<file path="config.mk">
export PLATFORM = sky130hd
export DESIGN_NAME = nfc_command_arbiter
export DESIGN_NICKNAME = d
export VERILOG_FILES = /design/src/rtl/nfc_command_pkg.sv /design/src/rtl/nfc_rr_arbiter.sv /design/src/rtl/nfc_command_arbiter.sv
export SDC_FILE = /design/constraint.sdc
export NUM_CORES = 1
export LEC_CHECK = 0
export BUFFER_PORTS_ARGS = -buffer_cell sky130_fd_sc_hd__buf_2
export CORE_AREA = 2 2 184 186
export CTS_CLUSTER_DIAMETER = 30
export DETAILED_ROUTE_END_ITERATION = 12
export DIE_AREA = 0 0 186 188
export PLACE_DENSITY_LB_ADDON = 0.2
export SYNTH_ARGS = -nofsm -noshare
export SYNTH_HDL_FRONTEND = slang
export SYNTH_SLANG_ARGS = --single-unit
</file>
<file path="constraint.sdc">
create_clock -name iSystemClock -period 3.5 [get_ports iSystemClock]
set_input_delay 0.35 -clock iSystemClock [delete_from_list [all_inputs] [get_ports iSystemClock]]
set_output_delay 0.35 -clock iSystemClock [all_outputs]
set_load 0.005 [all_outputs]
</file>
<file path="src/rtl/nfc_command_pkg.sv">
// Shared definitions for the NFC command arbiter.
//   - Field widths of the atomic command generator (ACG) command bus.
//   - Idle-pattern constants driven onto the ACG bus when no command is
//     being presented.
//   - Arbiter FSM state encoding.
package nfc_command_pkg;

    localparam int CmdW       = 8;
    localparam int OptW       = 3;
    localparam int NumDataW   = 16;
    localparam int CADataW    = 40;
    localparam int WriteDataW = 16;

    // The TargetWay idle value is all-ones and depends on NumberOfWays,
    // so it is built with '1 at the point of use.
    localparam logic [CmdW-1:0]    IdleCommand   = 8'h00;
    localparam logic [OptW-1:0]    IdleOption    = 3'b000;
    localparam logic [NumDataW-1:0] IdleNumOfData = 16'h0000;
    localparam logic               IdleCASelect  = 1'b1;
    localparam logic [CADataW-1:0] IdleCAData    = 40'h0;

    typedef enum logic [1:0] {
        ST_IDLE  = 2'd0,
        ST_ISSUE = 2'd1,
        ST_BUSY  = 2'd2
    } state_t;

endpackage

</file>
<file path="src/rtl/nfc_rr_arbiter.sv">
// Combinational round-robin pick.
//   iRequest : request vector, one bit per source
//   iPointer : index of the source with highest priority this round
//   oGrant   : one-hot grant of the first request at or after iPointer,
//              wrapping modulo NumberOfSources
//   oFound   : at least one request was present
module nfc_rr_arbiter #(
    parameter int NumberOfSources = 4,
    parameter int PtrW            = $clog2(NumberOfSources)
) (
    input  logic [NumberOfSources-1:0] iRequest,
    input  logic [PtrW-1:0]            iPointer,
    output logic [NumberOfSources-1:0] oGrant,
    output logic                       oFound
);

    always_comb begin
        int  idx;
        logic found;
        idx    = 0;
        found  = 1'b0;
        oGrant = '0;
        for (int i = 0; i < NumberOfSources; i++) begin
            idx = int'(iPointer) + i;
            if (idx >= NumberOfSources) begin
                idx = idx - NumberOfSources;
            end
            if (!found && iRequest[idx]) begin
                oGrant[idx] = 1'b1;
                found       = 1'b1;
            end
        end
        oFound = found;
    end

endmodule

</file>
<file path="src/rtl/nfc_command_arbiter.sv">
// Shares one ACG command port among NumberOfSources command sequencers.
//
// Ports:
//   iSystemClock, iReset       clock (rising edge), async active-low reset
//   iSrc_*                     packed per-source command, CA and write/read
//                              streams; source i occupies slice i
//   oSrc_CmdAccept             one-cycle pulse when the ACG takes the command
//   oSrc_Done                  one-cycle pulse when the command completes
//   oSrc_Grant                 one-hot grant while a command is held, else 0
//   oACG_*                     muxed command/CA/write/read signals
//   iACG_Ready, iACG_LastStep  ACG accept and completion strobes
//   oDebugState                current arbiter state (state_t encoding)
//
// Handshake: a source raises iSrc_Valid with stable command fields and holds
// them until oSrc_CmdAccept; the command transfers in the ISSUE cycle where
// iACG_Ready is 1. The grant stays locked to that source until
// iACG_LastStep, during which its write stream and read-ready are routed to
// the ACG; other sources see no ready and are simply not connected.
module nfc_command_arbiter
    import nfc_command_pkg::*;
#(
    parameter int NumberOfWays    = 4,
    parameter int NumberOfSources = 4
) (
    input  logic                                iSystemClock,
    input  logic                                iReset,
    input  logic [NumberOfSources-1:0]          iSrc_Valid,
    input  logic [CmdW*NumberOfSources-1:0]     iSrc_Command,
    input  logic [OptW*NumberOfSources-1:0]     iSrc_CommandOption,
    input  logic [NumberOfWays*NumberOfSources-1:0] iSrc_TargetWay,
    input  logic [NumDataW*NumberOfSources-1:0] iSrc_NumOfData,
    input  logic [NumberOfSources-1:0]          iSrc_CASelect,
    input  logic [CADataW*NumberOfSources-1:0]  iSrc_CAData,
    input  logic [WriteDataW*NumberOfSources-1:0] iSrc_WriteData,
    input  logic [NumberOfSources-1:0]          iSrc_WriteLast,
    input  logic [NumberOfSources-1:0]          iSrc_WriteValid,
    input  logic [NumberOfSources-1:0]          iSrc_ReadReady,
    output logic [NumberOfSources-1:0]          oSrc_CmdAccept,
    output logic [NumberOfSources-1:0]          oSrc_Done,
    output logic [NumberOfSources-1:0]          oSrc_Grant,
    output logic [CmdW-1:0]                     oACG_Command,
    output logic [OptW-1:0]                     oACG_CommandOption,
    output logic [NumberOfWays-1:0]             oACG_TargetWay,
    output logic [NumDataW-1:0]                 oACG_NumOfData,
    output logic                                oACG_CASelect,
    output logic [CADataW-1:0]                  oACG_CAData,
    output logic [WriteDataW-1:0]               oACG_WriteData,
    output logic                                oACG_WriteLast,
    output logic                                oACG_WriteValid,
    output logic                                oACG_ReadReady,
    input  logic                                iACG_Ready,
    input  logic                                iACG_LastStep,
    output logic [1:0]                          oDebugState
);

    localparam int PtrW = $clog2(NumberOfSources);

    state_t                     state_q, state_d;
    logic [NumberOfSources-1:0] grant_q, grant_d;
    logic [PtrW-1:0]            ptr_q, ptr_d;

    logic [NumberOfSources-1:0] arb_grant;
    logic                       arb_found;
    logic [PtrW-1:0]            grant_idx;
    logic [PtrW-1:0]            ptr_next;

    nfc_rr_arbiter #(
        .NumberOfSources (NumberOfSources),
        .PtrW            (PtrW)
    ) u_rr_arbiter (
        .iRequest (iSrc_Valid),
        .iPointer (ptr_q),
        .oGrant   (arb_grant),
        .oFound   (arb_found)
    );

    // Index of the held grant; the source after it leads the next round.
    always_comb begin
        grant_idx = '0;
        for (int i = 0; i < NumberOfSources; i++) begin
            if (grant_q[i]) begin
                grant_idx = PtrW'(i);
            end
        end
        if (grant_idx == PtrW'(NumberOfSources - 1)) begin
            ptr_next = '0;
        end else begin
            ptr_next = grant_idx + PtrW'(1);
        end
    end

    // State register
    always_ff @(posedge iSystemClock or negedge iReset) begin
        if (!iReset) begin
            state_q <= ST_IDLE;
            grant_q <= '0;
            ptr_q   <= '0;
        end else begin
            state_q <= state_d;
            grant_q <= grant_d;
            ptr_q   <= ptr_d;
        end
    end

    // Next-state logic. The grant is cleared on return to IDLE so a stale
    // one-hot can never steer the bus.
    always_comb begin
        state_d = state_q;
        grant_d = grant_q;
        ptr_d   = ptr_q;
        case (state_q)
            ST_IDLE: begin
                if (arb_found) begin
                    grant_d = arb_grant;
                    state_d = ST_ISSUE;
                end
            end
            ST_ISSUE: begin
                // A source dropping its valid here is ignored: only
                // iACG_Ready releases the ISSUE state.
                if (iACG_Ready) begin
                    if (iACG_LastStep) begin
                        state_d = ST_IDLE;
                        grant_d = '0;
                        ptr_d   = ptr_next;
                    end else begin
                        state_d = ST_BUSY;
                    end
                end
            end
            ST_BUSY: begin
                if (iACG_LastStep) begin
                    state_d = ST_IDLE;
                    grant_d = '0;
                    ptr_d   = ptr_next;
                end
            end
            default: begin
                state_d = ST_IDLE;
                grant_d = '0;
            end
        endcase
    end

    // Output logic
    always_comb begin
        oACG_Command       = IdleCommand;
        oACG_CommandOption = IdleOption;
        oACG_TargetWay     = '1;
        oACG_NumOfData     = IdleNumOfData;
        oACG_CASelect      = IdleCASelect;
        oACG_CAData        = IdleCAData;
        oACG_WriteData     = '0;
        oACG_WriteLast     = 1'b0;
        oACG_WriteValid    = 1'b0;
        oACG_ReadReady     = 1'b0;
        oSrc_Grant         = '0;
        oSrc_CmdAccept     = '0;
        oSrc_Done          = '0;

        for (int i = 0; i < NumberOfSources; i++) begin
            if (grant_q[i] && state_q == ST_ISSUE) begin
                oACG_Command       = iSrc_Command[CmdW*i +: CmdW];
                oACG_CommandOption = iSrc_CommandOption[OptW*i +: OptW];
                oACG_TargetWay     = iSrc_TargetWay[NumberOfWays*i +: NumberOfWays];
                oACG_NumOfData     = iSrc_NumOfData[NumDataW*i +: NumDataW];
                oACG_CASelect      = iSrc_CASelect[i];
                oACG_CAData        = iSrc_CAData[CADataW*i +: CADataW];
            end
            if (grant_q[i] && state_q != ST_IDLE) begin
                oACG_WriteData  = iSrc_WriteData[WriteDataW*i +: WriteDataW];
                oACG_WriteLast  = iSrc_WriteLast[i];
                oACG_WriteValid = iSrc_WriteValid[i];
                oACG_ReadReady  = iSrc_ReadReady[i];
            end
        end

        if (state_q != ST_IDLE) begin
            oSrc_Grant = grant_q;
        end
        if (state_q == ST_ISSUE && iACG_Ready) begin
            oSrc_CmdAccept = grant_q;
        end
        if ((state_q == ST_ISSUE && iACG_Ready && iACG_LastStep) ||
            (state_q == ST_BUSY && iACG_LastStep)) begin
            oSrc_Done = grant_q;
        end
    end

    assign oDebugState = state_q;

endmodule

</file>
==> out/results.txt <==
CP Cell Sequence -> inv_1 > ha_1 > and2_2 > buf_12 > nand2_1 > a31oi_1 > buf_2
Initial DRC Count -> 355
Synth Flop Type -> dfrtp_1
Syn avg cell area -> 6.24 µm²
Pleak -> 3.12 nW
Slowest stage delay, CP -> 460 ps
Int Pwr -> 1.51 mW
Library cells used by synthesis -> 42
Peak supply drop -> 0.181 mV
Root buf cell -> clkbuf_16
Post-route antenna net violation count -> 0
Outcome -> complete, no violations
H-tree depth -> 1
Mapped Cells -> 541
Worst hold path class -> input port to asynchronous set/reset pin
Maximum clock insertion buffer count -> 2
CTS sink count -> 8
Worst-margin pin slew -> 708 ps
Crit path max-delay cell type -> ha_1
Vias per Instance -> 4.29
Synth Net Count -> 920
Endpoints failing setup -> 0
Area added between synthesis and finish -> 86.4%
Fmax -> 0.343 GHz
Ys Warns -> 0
Combinational power share -> 87.1%
Critical Path RT -> 3150 ps
WS Path Type -> flip-flop to output pin
Fin. Hold Viols -> 0
Worst-Skew Late Latency -> 230 ps
PnR worst setup slack -> 584 ps
HPWL Detailed -> 19500 µm
Sequential share of power -> 6.7%
CTS Buf Count -> 3
DRC errors left -> 0
# Max-Cap Violations -> 0
Setup repair bufs after CTS -> 0
Routed WL per cell -> 17.2 µm
Global placer's final weighted congestion -> 0.885
Setup WS pre-CTS -> 830 ps
Std cell rows -> 67
WP data arrival -> 2570 ps
First-pass GRT wire length -> 34000 µm
CTS tree -> built
Asr flop ratio synth -> 100%
Critical Path Fanout Max -> 72
Die W -> 186 µm
Vias in the first global route -> 5753
Mapped cell area -> 3380 µm²
#FFs+latches synth -> 8
Nets -> 1350
Fin crit share -> 83.3%
Total track usage -> 12.5%
Die area -> 35000 µm²
Die Y-Extent -> 188 µm
Routed WL -> 24400 µm
Layout cells sized above 1 -> 52.0%
CTS clk-pin slew, worst paths -> 40 ps
Core Area -> 33100 µm²
Setup crit end kind -> output pin
Final TNS setup -> 0 ps
Total gr overflow -> 0
Register area share after synthesis -> 5.93%
Sw Pwr -> 1.62 mW
PortBufs -> 476
Clk network pwr share -> 6.2%
Pin count of the biggest net entering global routing -> 73
Post-synth EDFFs -> 0
Via Count -> 6083
CP Launch Type -> flip-flop
Slew Viols, Final -> 0
Drt pass-1 iters -> 5
Max Clock Skew -> 0.518 ps
Switch share -> 51.8%
Initial antenna violation count -> 2
RSZ-0062 raised after global routing -> false
Initial core utilization -> 10.2%
Min Tclk post-route -> 2920 ps
Pwr/cell area -> 497 nW/µm²
Ports -> 477
Max-slew headroom -> 52.7%
==> metrics by stage <==
stage,power (mW),instances,instance area [µm²],hold slack (ps),util (%)
final,3.13,1419,6300,501,19.0
after global routing,3.42,1418,6300,527,19.0
after CTS,3.16,1417,6290,507,19.0
after detailed placement,2.94,1413,6210,225,18.7
after global placement,2.97,1413,6210,221,18.7
after floorplan,1.74,541,3380,54.4,-
==> cell usage after synthesis (2+ instances only) <==
cell type | number | share of area [%]
nor3_1 | 3 | 0.44
and3b_1 | 2 | 0.52
mux2_2 | 2 | 0.67
and3_1 | 4 | 0.74
dfrtp_1 | 8 | 5.9
nor2_1 | 34 | 3.8
a221oi_1 | 19 | 4.9
o2111ai_1 | 4 | 1.0
clkbuf_1 | 39 | 4.3
nand2_1 | 101 | 11
nand2b_1 | 2 | 0.37
a221o_1 | 71 | 21
ha_1 | 7 | 2.6
nand4_1 | 2 | 0.37
and2_1 | 9 | 1.7
a32o_1 | 4 | 1.2
o31ai_1 | 21 | 4.7
nor2b_1 | 5 | 0.93
nand3b_1 | 2 | 0.44
inv_1 | 6 | 0.67
o21ai_0 | 5 | 0.74
a31oi_1 | 5 | 0.93
buf_2 | 19 | 2.8
o221ai_1 | 5 | 1.3
buf_1 | 3 | 0.33
mux2i_1 | 5 | 1.5
o21ai_1 | 136 | 20
a311oi_1 | 4 | 1.0
==> path summary, 6_finish.rpt <==
| kind | start | to | slack, ps | cells past startpoint |
|---|---|---|---|---|
| setup / recovery | oDebugState[1] | oACG_CASelect | 580 | 7 |
| max in group asynchronous | iReset | grant_q[0] | 2810 | 2 |
| min in group iSystemClock | oDebugState[0] | oDebugState[0] | 550 | 1 |
| setup reg to reg | ptr_q[0] | grant_q[1] | 1160 | 7 |
| hold / removal | iReset | ptr_q[0] | 500 | 2 |
| hold reg to reg | oDebugState[0] | oDebugState[0] | 550 | 1 |
==> layout by cell type, fill, tap and decap left out, types with 6 or more instances in the layout <==
cell | synthesis | final
buf_2 | 19 | 476
nor2_1 | 34 | 34
a221oi_1 | 19 | 19
a221o_1 | 71 | 71
o21ai_1 | 136 | 136
inv_1 | 6 | 6
ha_1 | 7 | 7
dfrtp_1 | 8 | 8
o31ai_1 | 21 | 21
and2_1 | 9 | 6
nand2_1 | 101 | 100
buf_4 | 0 | 6
==> kinds of logic after synthesis <==
family	synth area share (%)
mux	2.15
flops	5.93
compound gates	58.3
simple gates	22.3
fa+ha+maj	2.59
buf+inv	8.74
==> critical path: cells and delay by family, from the launching register on <==
kind / cells / cell delay, ps
AND/OR/NAND/NOR: 2 / 430
adder cells (fa/ha/maj): 1 / 460
buffers and inverters: 3 / 610
flip-flops: 1 / 400
AO/OA/AOI/OAI: 1 / 390
==> layer usage <==
| metal | GRT usage [%] | vias up | share of wire [%] |
|---|---|---|---|
| met2 | 22.8 | 289 | 50 |
| met5 | 0 | - | 0 |
| met4 | 1.48 | 0 | 0.88 |
| met3 | 2.41 | 14 | 8.0 |
| li1 | - | 2974 | - |
| met1 | 15.4 | 2806 | 42 |
==> registers in the layout, indices dropped and copies added, names as in the netlist <==
register / count
ptr_q: 2
grant_q: 4
oDebugState: 2
==> timing repair <==
| action | in CTS | in global routing |
|---|---|---|
| endpoints found under the setup margin | 0 | 0 |
| resized for setup | 0 | 0 |
| endpoints found under the hold margin | 8 | 0 |
| hold buffers | 1 | 0 |
==> final cells by class <==
| class | instances | area, µm² |
|---|---|---|
| antenna | 2 | 5.00 |
| sequential | 8 | 200 |
| tap | 448 | 561 |
| clock buffer | 3 | 75.1 |
| fill | 3854 | 26800 |
| multi-input combinational | 463 | 2890 |
| inverter | 7 | 26.3 |
| timing repair buffer | 488 | 2540 |
==> power groups by stage <==
stage / Sequential (mW) / Combinational (mW) / Clock (mW)
2_1_floorplan: 0.154 / 1.59 / 0
3_3_place_gp: 0.214 / 2.75 / 0
3_5_place_dp: 0.213 / 2.73 / 0
4_1_cts: 0.212 / 2.75 / 0.198
5_1_grt: 0.221 / 3.00 / 0.203
6_report: 0.209 / 2.73 / 0.194
Note: power is estimated with default switching activity, not from simulation.
